**src/rtl/vend_session_ctrl_if.sv**
```systemverilog
// rtl/vend_session_ctrl_if.sv - coin, price, dispense and change signals of the vending session controller
interface vend_session_ctrl_if;
  logic       coin_valid;
  logic [1:0] coin_val;
  logic       cancel;
  logic       price_we;
  logic [3:0] price_in;
  logic       disp_req;
  logic       disp_ack;
  logic       chg_req;
  logic       chg_ack;
  logic [4:0] credit;
  logic       busy;
  logic       coin_reject;

  modport master (
    output coin_valid, coin_val, cancel, price_we, price_in, disp_ack, chg_ack,
    input  disp_req, chg_req, credit, busy, coin_reject
  );

  modport slave (
    input  coin_valid, coin_val, cancel, price_we, price_in, disp_ack, chg_ack,
    output disp_req, chg_req, credit, busy, coin_reject
  );
endinterface

```
**src/rtl/vend_session_ctrl.sv**
```systemverilog
// rtl/vend_session_ctrl.sv - vending session FSM: coin credit, vend, change return, timeout refund
module vend_session_ctrl #(
  parameter int unsigned PRICE_DEFAULT = 3,
  parameter int unsigned TIMEOUT       = 200
) (
  input  logic           clk,
  input  logic           rst,
  vend_session_ctrl_if.slave bus
);

  typedef enum logic [1:0] {IDLE, CREDIT, VEND, CHANGE} state_t;

  localparam logic [16:0] TIMEOUT_W = 17'(TIMEOUT);

  state_t      state, state_nxt;
  logic [4:0]  credit_q, credit_nxt;
  logic [3:0]  price_q, price_nxt;
  logic [15:0] idle_cnt, idle_cnt_nxt;
  logic        disp_req_q, chg_req_q, busy_q, coin_reject_q;
  logic [4:0]  coin_units;
  logic        vend_cond, coin_ok, timeout_hit;

  always_comb begin
    case (bus.coin_val)
      2'b01:   coin_units = 5'd1;
      2'b10:   coin_units = 5'd2;
      2'b11:   coin_units = 5'd5;
      default: coin_units = 5'd0;
    endcase
  end

  // A pending vend takes priority over a coin, cancel or timeout in the same cycle
  assign vend_cond   = (state == CREDIT) && (credit_q >= {1'b0, price_q});
  assign coin_ok     = bus.coin_valid && (bus.coin_val != 2'b00) &&
                       ((state == IDLE) || (state == CREDIT)) &&
                       !bus.cancel && !vend_cond;
  assign timeout_hit = ({1'b0, idle_cnt} + 17'd1) >= TIMEOUT_W;

  always_comb begin
    state_nxt    = state;
    credit_nxt   = credit_q;
    price_nxt    = price_q;
    idle_cnt_nxt = '0;
    case (state)
      IDLE: begin
        if (bus.price_we && (bus.price_in != 4'd0)) price_nxt = bus.price_in;
        if (coin_ok) begin
          state_nxt  = CREDIT;
          credit_nxt = coin_units;
        end
      end
      CREDIT: begin
        if (vend_cond) begin
          state_nxt  = VEND;
          credit_nxt = credit_q - {1'b0, price_q};
        end else if (bus.cancel) begin
          state_nxt = CHANGE;
        end else if (coin_ok) begin
          credit_nxt = credit_q + coin_units;
        end else if (timeout_hit) begin
          state_nxt = CHANGE;
        end else begin
          idle_cnt_nxt = idle_cnt + 16'd1;
        end
      end
      VEND: begin
        if (bus.disp_ack) state_nxt = (credit_q != 5'd0) ? CHANGE : IDLE;
      end
      CHANGE: begin
        if (bus.chg_ack && (credit_q != 5'd0)) begin
          credit_nxt = credit_q - 5'd1;
          if (credit_q == 5'd1) state_nxt = IDLE;
        end
      end
      default: state_nxt = IDLE;
    endcase
  end

  always_ff @(posedge clk) begin
    if (!rst) begin
      state         <= IDLE;
      credit_q      <= 5'd0;
      price_q       <= 4'(PRICE_DEFAULT);
      idle_cnt      <= 16'd0;
      disp_req_q    <= 1'b0;
      chg_req_q     <= 1'b0;
      busy_q        <= 1'b0;
      coin_reject_q <= 1'b0;
    end else begin
      state         <= state_nxt;
      credit_q      <= credit_nxt;
      price_q       <= price_nxt;
      idle_cnt      <= idle_cnt_nxt;
      disp_req_q    <= (state_nxt == VEND);
      chg_req_q     <= (state_nxt == CHANGE);
      busy_q        <= (state_nxt == VEND) || (state_nxt == CHANGE);
      coin_reject_q <= bus.coin_valid && !coin_ok;
    end
  end

  assign bus.credit      = credit_q;
  assign bus.disp_req    = disp_req_q;
  assign bus.chg_req     = chg_req_q;
  assign bus.busy        = busy_q;
  assign bus.coin_reject = coin_reject_q;

endmodule

```
**src/flat_wrapper.sv**
```systemverilog
// flat-port wrapper written by rule: the top's interface ports become plain ports
module vend_session_ctrl_flat 
#(
  parameter int unsigned PRICE_DEFAULT = 3,
  parameter int unsigned TIMEOUT       = 200
)
  (clk, rst, bus_coin_valid, bus_coin_val, bus_cancel, bus_price_we, bus_price_in, bus_disp_ack, bus_chg_ack, bus_disp_req, bus_chg_req, bus_credit, bus_busy, bus_coin_reject);
  vend_session_ctrl_if bus_i ();
  input  logic clk;
  input  logic rst;
  input wire logic [$bits(bus_i.coin_valid)-1:0] bus_coin_valid;
  input wire logic [$bits(bus_i.coin_val)-1:0] bus_coin_val;
  input wire logic [$bits(bus_i.cancel)-1:0] bus_cancel;
  input wire logic [$bits(bus_i.price_we)-1:0] bus_price_we;
  input wire logic [$bits(bus_i.price_in)-1:0] bus_price_in;
  input wire logic [$bits(bus_i.disp_ack)-1:0] bus_disp_ack;
  input wire logic [$bits(bus_i.chg_ack)-1:0] bus_chg_ack;
  output wire logic [$bits(bus_i.disp_req)-1:0] bus_disp_req;
  output wire logic [$bits(bus_i.chg_req)-1:0] bus_chg_req;
  output wire logic [$bits(bus_i.credit)-1:0] bus_credit;
  output wire logic [$bits(bus_i.busy)-1:0] bus_busy;
  output wire logic [$bits(bus_i.coin_reject)-1:0] bus_coin_reject;
  assign bus_i.coin_valid = bus_coin_valid;
  assign bus_i.coin_val = bus_coin_val;
  assign bus_i.cancel = bus_cancel;
  assign bus_i.price_we = bus_price_we;
  assign bus_i.price_in = bus_price_in;
  assign bus_i.disp_ack = bus_disp_ack;
  assign bus_i.chg_ack = bus_chg_ack;
  assign bus_disp_req = bus_i.disp_req;
  assign bus_chg_req = bus_i.chg_req;
  assign bus_credit = bus_i.credit;
  assign bus_busy = bus_i.busy;
  assign bus_coin_reject = bus_i.coin_reject;
  vend_session_ctrl #(.PRICE_DEFAULT(PRICE_DEFAULT), .TIMEOUT(TIMEOUT)) u_core (.clk(clk), .rst(rst), .bus(bus_i));
endmodule
```
**config.mk**
```make
export PLATFORM = sky130hd
export DESIGN_NAME = vend_session_ctrl_flat
export DESIGN_NICKNAME = d
export VERILOG_FILES = /design/src/rtl/vend_session_ctrl_if.sv /design/src/rtl/vend_session_ctrl.sv /design/src/flat_wrapper.sv
export SDC_FILE = /design/constraint.sdc
export NUM_CORES = 1
export LEC_CHECK = 0
export ABC_AREA = 1
export BUFFER_PORTS_ARGS = -buffer_cell sky130_fd_sc_hd__buf_2
export CORE_MARGIN = 2
export CORE_UTILIZATION = 45
export DETAILED_ROUTE_END_ITERATION = 16
export SLEW_MARGIN = 20
export SYNTH_ARGS = -nofsm -noshare
export SYNTH_HDL_FRONTEND = slang
export SYNTH_SLANG_ARGS = --single-unit
```
**constraint.sdc**
```tcl
create_clock -name clk -period 3.65 [get_ports clk]
set_input_delay 0.9125 -clock clk [delete_from_list [all_inputs] [get_ports clk]]
set_output_delay 0.9125 -clock clk [all_outputs]
set_load 0.02 [all_outputs]
```
==> tab_implementation.tex <==
\begin{tabular}{lr}
\hline
Metric & Value \\
\hline
\multicolumn{2}{l}{\textbf{Critical path}} \\
\quad Largest driver fanout on the critical path & 10 \\
\quad Most used cell along the critical path & sky130\_fd\_sc\_hd\_\_nand2\_1 \\
\quad Series of cell instances along the critical path & ha\_1 > nand4\_1 > nor3b\_1 > nand2\_1 > nand2\_1 > nand2\_1 > o21ai\_0 > nand2\_2 > nor3\_1 > nor2\_1 \\
\quad Nature of the critical path endpoint & flop \\
\quad WP data arrival & between 2 and 3 ns \\
\quad Worst setup path category & reg2reg \\
\quad Data required time of the critical path & 3.82 ns \\
\quad Setup crit start kind & flop \\
\quad Max incr delay on CP & $\sim$0.52 ns \\
\quad Standard cell with the maximum stage delay on the critical path & sky130\_fd\_sc\_hd\_\_dfxtp\_1 \\
\multicolumn{2}{l}{\textbf{STA}} \\
\quad Min Tclk post-route & 2.400 ns \\
\quad RSZ-0062 raised after global routing & false \\
\quad Count of final hold-check violations & 0 \\
\quad Final worst path period share & 0.6576 \\
\quad Slew @ Worst Pin & between 0.5 and 0.6 ns \\
\quad Fin. max-slew vios & 0 \\
\quad Hold\_ws & $\sim$0.47 ns \\
\quad Achievable clock frequency & 0.4167 GHz \\
\quad Worst slew margin relative to its limit & 0.6334 \\
\quad Clock skew & $\sim$0.0054 ns \\
\quad Setup-violating endpoint count in the final report & 0 \\
\quad Setup TNS Final & 0 ns \\
\multicolumn{2}{l}{\textbf{Clock network}} \\
\quad Quantity of hold-fixing buffers added after cts & 0 \\
\quad Clock-pin slew of the registers on the worst-case setup and hold paths & around 0.060 ns \\
\quad Clk Latency, worst-skew pair & roughly 0.27 ns \\
\quad Clock Tree Root & sky130\_fd\_sc\_hd\_\_clkbuf\_8 \\
\quad Clock tree from TritonCTS & done \\
\quad Maximum buffer depth of the clock tree & 2 \\
\quad CTS sink cnt & 31 \\
\quad Post-cts gate resize count & 0 \\
\quad Number of CTS-inserted buffers & 5 \\
\quad Post-CTS repair timing setup buffer count & 0 \\
\quad Max H-tree Level & 2 \\
\multicolumn{2}{l}{\textbf{Yosys}} \\
\quad Post-synth cell types & 35 \\
\quad Top\_reg\_cell synth & sky130\_fd\_sc\_hd\_\_dfxtp\_1 \\
\quad Mean Syn Cell Area & between 6 and 7 µm² \\
\quad Number of enable flip-flop cells after synthesis & 0 \\
\quad Share of synthesized registers carrying an async set or reset & 0 \\
\quad Mapped Cells & roughly 300 \\
\quad Sequential area share after synthesis & 0.3047 \\
\quad Count of yosys warnings during synthesis & 0 \\
\quad Post-synthesis cell area & 0.002037 mm² \\
\quad \#FFs+latches synth & 31 \\
\multicolumn{2}{l}{\textbf{Route}} \\
\quad Post-route DRC violation count & 0 \\
\quad Average routed wire per standard cell & around 12 µm \\
\quad Via count & roughly 2.0k \\
\quad Post-route antenna net violation count & 0 \\
\quad Starting DRT DRC Count & 92 \\
\quad Router iterations before antenna repair & 4 \\
\quad Drt total wl & between 4000 and 5000 µm \\
\quad Via density per instance & 5.028 \\
\multicolumn{2}{l}{\textbf{Place}} \\
\quad Half-perimeter wire length after placement & 3672 µm \\
\quad Last weighted congestion value of the routability-driven placer & 0.9395 \\
\quad Number of buffers added on ports & 21 \\
\multicolumn{2}{l}{\textbf{Pwr}} \\
\quad Tot Pwr & 1194 µW \\
\quad PwrDens & between 500 and 600 mW/mm² \\
\quad Reported leakage power & about 0.0012 µW \\
\quad IR Drop Worst-Case VDD & 305.2 µV \\
\multicolumn{2}{l}{\textbf{Finish}} \\
\quad Layout cell share with drive strength beyond 1 & 0.1224 \\
\quad Sequential cell area in the final layout & around 620 µm² \\
\quad Area taken by multi-input logic gates & 0.001250 mm² \\
\quad Synth-to-layout area growth & 14.68\% \\
\quad Post-layout nets & between 300 and 400 \\
\quad \# diodes & 0 \\
\quad Fill cell count & roughly 450 \\
\multicolumn{2}{l}{\textbf{Die}} \\
\quad Vert. Die Dim & a little over 70 µm \\
\quad Starting Density & 0.4678 \\
\quad Core area & $\sim$0.0044 mm² \\
\quad I/O pin total & 22 \\
\quad Die span in x & 71.28 µm \\
\quad Die Area & between 0.005 and 0.006 mm² \\
\quad Floorplan row count & 24 \\
\multicolumn{2}{l}{\textbf{Job}} \\
\quad Max capacitance violation total & 0 \\
\multicolumn{2}{l}{\textbf{Global route}} \\
\quad Initial antenna violation count & 0 \\
\quad Total global routing track utilization & 0.1942 \\
\quad Residual overflow from global routing & 0 \\
\quad Maximum number of pins on one net before global-route repair & 11 \\
\quad Vias in the first global route & about 1.8k \\
\quad Wire length of the first global-routing pass & roughly 7900 µm \\
\multicolumn{2}{l}{\textbf{Outcome}} \\
\quad Status & complete, no violations \\
\multicolumn{2}{l}{\textbf{Hold path}} \\
\quad Hold WC Path Type & reg2reg \\
\hline
\end{tabular}
-- report_power, final --
part,internal [µW],switching [µW]
registers,377,49.4
logic,151,273
clock network,221,122
total,749,445
-- cells by family (layout without fill, tap and decap cells) --
family | after synthesis | after routing | synth area share
and+or+nand+nor | 170 | 170 | 0.3661
buffers and inverters | 49 | 76 | 0.09459
AOI/OAI and AO/OA | 40 | 40 | 0.1222
DFF | 31 | 31 | 0.3047
adders and majority gates | 14 | 14 | 0.09336
xor gates and xnor gates | 4 | 4 | 0.01720
other | 1 | 8 | 0.001841
-- flip-flops by register name, summed over array words and instances (netlist names) --
signal / flops
u_core.bus.credit: 5
u_core.bus.disp_req: 1
u_core.idle_cnt: 16
u_core.bus.coin_reject: 1
u_core.bus.chg_req: 1
u_core.bus.busy: 1
u_core.price_q: 4
u_core.state: 2
-- critical path: cells and delay by family (launching register included) --
kind / cells / cell delay, ns
compound gates: 1 / 0.12
fa+ha+maj: 1 / 0.36
flops: 1 / 0.52
simple gates: 8 / 1.31
-- final timing paths --
path                                      startpoint                   end  slack (ns)  cells after the start
worst min-delay path               u_core.price_q[3]     u_core.price_q[3]        0.47                      2
worst max register to register  u_core.bus.credit[2]  u_core.bus.credit[4]        1.25                     10
worst max-delay path            u_core.bus.credit[2]  u_core.bus.credit[4]        1.25                     10
worst min register to register     u_core.price_q[3]     u_core.price_q[3]        0.47                      2
-- synth_stat cells (4+ instances only) --
cell type / n / area (µm²)
sky130_fd_sc_hd__a21oi_1: 12 / 60.06
sky130_fd_sc_hd__inv_1: 45 / 168.9
sky130_fd_sc_hd__nand3_1: 25 / 125.1
sky130_fd_sc_hd__o211ai_1: 4 / 30.03
sky130_fd_sc_hd__xor2_1: 4 / 35.03
sky130_fd_sc_hd__ha_1: 12 / 150.1
sky130_fd_sc_hd__nand2_1: 82 / 307.8
sky130_fd_sc_hd__nand4_1: 8 / 50.05
sky130_fd_sc_hd__nor2_2: 4 / 25.02
sky130_fd_sc_hd__dfxtp_1: 31 / 620.6
sky130_fd_sc_hd__nor2_1: 37 / 138.9
sky130_fd_sc_hd__o21ai_0: 10 / 50.05
-- per-layer routing --
| metal | routed length [µm] | global-route usage |
|---|---|---|
| met1 | 2042 | 0.2416 |
| met2 | 2172 | 0.3354 |
| met3 | 274 | 0.04501 |
| met4 | 120 | 0.05660 |
| met5 | 0 | 0 |
-- stage by stage --
step,instances,utilization,instance area [µm²],setup slack (ns)
4_1_cts,395,0.5365,2336,1.268
3_3_place_gp,387,0.5095,2218,1.106
3_5_place_dp,387,0.5095,2218,1.138
5_1_grt,395,0.5365,2336,0.9637
6_report,395,0.5365,2336,1.250
2_1_floorplan,316,-,2063,1.410
-- cells in the final DEF, fill, tap and decap left out, types with 3 or more instances in the layout --
cell type / n
sky130_fd_sc_hd__xor2_1: 4
sky130_fd_sc_hd__clkbuf_8: 6
sky130_fd_sc_hd__nand3_1: 25
sky130_fd_sc_hd__nand4_1: 8
sky130_fd_sc_hd__nor2_1: 37
sky130_fd_sc_hd__buf_2: 21
sky130_fd_sc_hd__o21ai_0: 10
sky130_fd_sc_hd__o211ai_1: 4
sky130_fd_sc_hd__inv_1: 45
sky130_fd_sc_hd__dfxtp_1: 31
sky130_fd_sc_hd__nand2_1: 82
sky130_fd_sc_hd__nand2_2: 3
sky130_fd_sc_hd__ha_1: 12
sky130_fd_sc_hd__o21a_1: 3
sky130_fd_sc_hd__a21oi_1: 12
sky130_fd_sc_hd__o2111ai_1: 3
sky130_fd_sc_hd__nor2_2: 4
sky130_fd_sc_hd__conb_1: 8
-- cell type report --
type,count,area share
sequential,31,0.2657
tap,52,0.02785
timing repair buffer,21,0.04499
clock inverter,2,0.01500
multi-input combinational,236,0.5351
clock buffer,6,0.03535
inverter,47,0.07606
No activity file was read; power rests on OpenSTA's default activity.
